### config.mk
export PLATFORM = sky130hd
export DESIGN_NAME = pipe_stage_skid
export DESIGN_NICKNAME = d
export VERILOG_FILES = /design/src/rtl/pipe_stage_skid.sv
export SDC_FILE = /design/constraint.sdc
export NUM_CORES = 1
export LEC_CHECK = 0
export ABC_AREA = 1
export CORE_ASPECT_RATIO = 1.1
export CORE_MARGIN = 2
export CORE_UTILIZATION = 45
export CTS_CLUSTER_DIAMETER = 100
export DETAILED_ROUTE_END_ITERATION = 16
export PLACE_DENSITY_LB_ADDON = 0.15
export REMOVE_ABC_BUFFERS = 1
export SYNTH_ARGS = -nofsm -noshare
export SYNTH_HDL_FRONTEND = slang
export SYNTH_SLANG_ARGS = --single-unit
### constraint.sdc
create_clock -name clk -period 1.15 [get_ports clk]
set_input_delay 0.23 -clock clk [delete_from_list [all_inputs] [get_ports clk]]
set_output_delay 0.23 -clock clk [all_outputs]
set_load 0.05 [all_outputs]
### src/rtl/pipe_stage_skid.sv
// Inter-stage pipeline register with a 2-entry skid buffer and flush.
// Back-pressure is fully registered: in_ready is a flop, never a function of out_ready.
module pipe_stage_skid #(
    parameter int unsigned        CTRL_W      = 4,
    parameter int unsigned        DATA_W      = 69,
    parameter logic [CTRL_W-1:0]  CTRL_BUBBLE = '0
) (
    input  logic              clk,
    input  logic              reset_n,
    input  logic              flush,
    input  logic              in_valid,
    output logic              in_ready,
    input  logic [CTRL_W-1:0] in_ctrl,
    input  logic [DATA_W-1:0] in_data,
    output logic              out_valid,
    input  logic              out_ready,
    output logic [CTRL_W-1:0] out_ctrl,
    output logic [DATA_W-1:0] out_data,
    output logic [1:0]        occupancy
);

    typedef enum logic [1:0] {StEmpty, StFull, StSkid} state_e;

    state_e              state_q, state_d;
    logic                in_ready_q, in_ready_d;
    logic [CTRL_W-1:0]   main_ctrl_q, main_ctrl_d;
    logic [DATA_W-1:0]   main_data_q, main_data_d;
    logic [CTRL_W-1:0]   skid_ctrl_q, skid_ctrl_d;
    logic [DATA_W-1:0]   skid_data_q, skid_data_d;
    logic                accept, drain;

    assign out_valid = (state_q != StEmpty);
    assign accept    = in_valid & in_ready_q;
    assign drain     = out_valid & out_ready;

    always_comb begin
        state_d     = state_q;
        main_ctrl_d = main_ctrl_q;
        main_data_d = main_data_q;
        skid_ctrl_d = skid_ctrl_q;
        skid_data_d = skid_data_q;
        if (flush) begin
            // Squash drops held entries and the one offered this cycle; payload regs hold.
            state_d = StEmpty;
        end else begin
            unique case (state_q)
                StEmpty: begin
                    if (accept) begin
                        state_d     = StFull;
                        main_ctrl_d = in_ctrl;
                        main_data_d = in_data;
                    end
                end
                StFull: begin
                    if (accept && drain) begin
                        main_ctrl_d = in_ctrl;
                        main_data_d = in_data;
                    end else if (accept) begin
                        state_d     = StSkid;
                        skid_ctrl_d = in_ctrl;
                        skid_data_d = in_data;
                    end else if (drain) begin
                        state_d = StEmpty;
                    end
                end
                StSkid: begin
                    if (drain) begin
                        state_d     = StFull;
                        main_ctrl_d = skid_ctrl_q;
                        main_data_d = skid_data_q;
                    end
                end
                default: state_d = StEmpty;
            endcase
        end
        in_ready_d = (state_d != StSkid);
    end

    always_ff @(posedge clk) begin
        if (!reset_n) begin
            state_q     <= StEmpty;
            in_ready_q  <= 1'b1;
            main_ctrl_q <= CTRL_BUBBLE;
            main_data_q <= '0;
            skid_ctrl_q <= '0;
            skid_data_q <= '0;
        end else begin
            state_q     <= state_d;
            in_ready_q  <= in_ready_d;
            main_ctrl_q <= main_ctrl_d;
            main_data_q <= main_data_d;
            skid_ctrl_q <= skid_ctrl_d;
            skid_data_q <= skid_data_d;
        end
    end

    assign in_ready = in_ready_q;
    assign out_ctrl = out_valid ? main_ctrl_q : CTRL_BUBBLE;
    assign out_data = main_data_q;

    always_comb begin
        occupancy = 2'd0;
        unique case (state_q)
            StEmpty: occupancy = 2'd0;
            StFull:  occupancy = 2'd1;
            StSkid:  occupancy = 2'd2;
            default: occupancy = 2'd0;
        endcase
    end

endmodule
==> flow_metrics.py <==
metrics = {
    "clock_tree": {
        "clockBufferDepth": 2,
        "ctsHoldBuffers": 0,
        "cts_tree": "built",
        "cts_max_level": 4,
        "clock_latency_ns": 0.43,
        "path_clk_slew_ns": 0.06,
        "clockRootBuffer": "clkbuf_16",
        "clock-sinks": 149,
        "cts-buffers-inserted": 17,
    },
    "placed_design": {
        "gp_congestion": 0.819,
        "io_buffer_count": 154,
        "dp.cells": 1355,
        "dpl.hpwl_um": 10900,
    },
    "synth": {
        "synth_cell_types": 15,
        "synth_flop_cell": "dfxtp_1",
        "async_flop_share_pct": 0,
        "synth_area_leaders": "dfxtp_1 (45%), nand2_1 (30%), nor2_1 (8.6%)",
        "syn_avg_cell_area_um2": 6.29,
        "yosys_warnings": 0,
        "synthCells": 1043,
        "ys_top_cells_by_count": "nand2_1 (518), nor2_1 (151), dfxtp_1 (149), inv_1 (80), a21oi_1 (75)",
        "synth_top_area_share_pct": 45.5,
        "synth-edff-count": 0,
        "synth_seq_cells": 149,
        "yosysSeqAreaShare_pct": 45.5,
        "yosysMostFrequentCell": "nand2_1",
        "syn_area_mm2": 0.00656,
        "synth_top_cell_by_area": "dfxtp_1",
    },
    "critical_path": {
        "critPathMaxStageDelay_ns": 0.35,
        "cp_max_fo": 19,
        "crit_end": "skid_data_q[43]",
        "worstPathArrival_ns": 1.97,
        "setup.worst_path.end_class": "flip-flop",
        "critPathKind": "flip-flop to flip-flop",
        "ff2ff_path_depth": 7,
        "crit_family": "buffers and inverters",
        "slowest_stage": "dfxtp_2",
        "worstPathCellList": "clkinv_4 -> nor2_2 -> nand3_4 -> inv_6 -> bufbuf_16 -> nand2_1 -> a21oi_1",
        "r2r-start": "state_q[0]",
        "crit_cells": 7,
        "cp-start-kind": "flip-flop",
        "r2r_end": "skid_data_q[43]",
        "cp-startpoint": "state_q[0]",
        "worst-path-buf-inv": 3,
        "required_ns": 1.49,
        "reg2reg_slack_ns": -0.48,
    },
    "floorplanning": {
        "die_width_um": 119,
        "die_area_mm2": 0.0156,
        "ioPinCount": 155,
        "row_count": 46,
        "start_util_pct": 45.8,
        "chipHeight_um": 131,
        "core_area_mm2": 0.0143,
    },
    "power": {
        "pwr-share-clk_pct": 40.7,
        "combPwrFrac_pct": 22.1,
        "powerDensity_mw_per_mm2": 1300,
        "p_int_w": 0.0109,
        "switchingPower_w": 0.00411,
        "switching_share_pct": 27.4,
        "irDropWorstVdd_v": 0.000842,
        "leakage_nw": 5.06,
        "p_seq_share_pct": 37.2,
    },
    "global_routing": {
        "grt_pass1_wl_um": 32800,
        "grt_max_degree": 49,
        "grtUsageTotal_pct": 26.9,
        "grt_pass1_vias": 6543,
        "overflow": 0,
        "antenna_found_initial": 0,
    },
    "drt": {
        "ant_nets": 0,
        "dr_total_vias": 7256,
        "drt_iter0_drc": 611,
        "routed_wirelength_um": 24000,
        "wl_per_cell_um": 16.7,
        "vias_per_cell": 5.06,
        "drc_errors": 0,
        "drt_first_pass_iters": 6,
    },
    "timing": {
        "rsz0062_at_grt": "yes",
        "fin_ws_ns": -0.479,
        "period_minus_slack_ns": 1.63,
        "skew_ns": 0.00641,
        "setup_viol": 220,
        "final_hold_viol_count": 0,
        "fin_setup_tns_ns": -51.99,
        "fmax_mhz": 614,
        "tightest_slew_ns": 0.256,
        "drv_slew": 0,
        "period_share_pct": 142,
        "relSlewSlack_pct": 83.0,
    },
    "min_path": {
        "holdCritPathClass": "primary input to flip-flop",
        "hold_depth": 3,
    },
    "flow_run": {
        "timing.max_cap.violations": 0,
    },
    "final_layout": {
        "drive_gt1_share_pct": 29.0,
        "area_growth_pct": 75.8,
        "regArea_mm2": 0.00302,
        "multi_input_area_mm2": 0.00356,
        "instances_no_fill": 1433,
        "fillers": 906,
        "diodes": 0,
        "fin_nets": 1307,
    },
    "status": {
        "outcome": "finished, violations left",
        "violations": "setup timing",
    },
}
==> worst min-delay path by stage <==
stage	from	end	slack, ns
after floorplan	reset_n	in_ready	0.34
after global placement	skid_data_q[17]	skid_data_q[17]	0.45
after detailed placement	skid_data_q[12]	skid_data_q[12]	0.45
after CTS	reset_n	out_data[22]	0.25
after global routing	reset_n	in_ready	0.27
final	reset_n	in_ready	0.27
==> power groups by stage <==
| stage | combinational, W | clock [W] | sequential, W |
|---|---|---|---|
| after floorplan | 0.000647 | 0 | 0.00620 |
| final | 0.00332 | 0.00611 | 0.00559 |
| after CTS | 0.00285 | 0.00610 | 0.00558 |
| after global routing | 0.00349 | 0.00634 | 0.00561 |
| after detailed placement | 0.00255 | 0 | 0.00569 |
| after global placement | 0.00252 | 0 | 0.00569 |
==> cell type report <==
class                   instances  area share (%)
multi-input cells             749            30.9
inverters                      82            2.89
clock buffers                  23            4.32
repair buffers                230            32.4
well taps                     192            2.08
flip-flops and latches        149            26.2
clock inverters                 8            1.26
==> metal layers <==
layer | wire, um | up-vias | track usage [%] | part of all wire, %
li1 | - | 3478 | - | -
met1 | 9200 | 3368 | 32.2 | 38
met2 | 11900 | 327 | 46.7 | 50
met3 | 1810 | 83 | 5.73 | 7.6
met4 | 1070 | 0 | 12.3 | 4.4
met5 | 0 | - | 0 | 0
==> cells in the final DEF, fill, tap and decap left out, drive strengths merged <==
| cell type | instances |
|---|---|
| bufbuf | 2 |
| nand3 | 3 |
| a21oi | 75 |
| clkinv | 3 |
| inv | 81 |
| clkdlybuf4s50 | 76 |
| clkinvlp | 2 |
| nand4 | 1 |
| dfxtp | 149 |
| buf | 139 |
| clkbuf | 36 |
| bufinv | 4 |
| nand2 | 518 |
| nor2 | 152 |
==> worst reg2reg max path: cells and delay by family (launching register included) <==
family	cells	cell delay, ns
AND/OR/NAND/NOR	3	0.44
flip-flops	1	0.35
buffers and inverters	3	0.56
AO/OA/AOI/OAI	1	0.20
==> repair_timing <==
item	4_1_cts	5_1_grt
pin swaps	7	42
hold endpoints to repair	0	0
cloned	13	15
setup endpoints to repair	226	226
setup buffers	14	12
gates resized for setup	112	171
==> registers in the layout, summed over array words and instances (netlist names) <==
register     count
state_q          2
skid_ctrl_q      4
skid_data_q     69
out_data        69
in_ready         1
main_ctrl_q      4
==> metrics by stage <==
step                      setup WS, ns  utilization, %  area [um2]  hold slack [ns]  total power, W
after CTS                       -0.397            74.1       10600            0.252          0.0145
after detailed placement        -0.562            63.9        9160            0.453         0.00824
after global placement          -0.490            63.9        9160            0.450         0.00821
after global routing            -0.519            80.5       11500            0.275          0.0154
after floorplan                  -2.66               -        6210            0.336         0.00684
final                           -0.479            80.5       11500            0.270          0.0150
==> logic make-up after synthesis <==
kind of cell	Yosys count	synth area share [%]
AND/OR/NAND/NOR	674	38.8
flip-flops	149	45.5
buffers and inverters	145	10.0
AO/OA/AOI/OAI	75	5.72
Power figures use the tool's default switching activity.
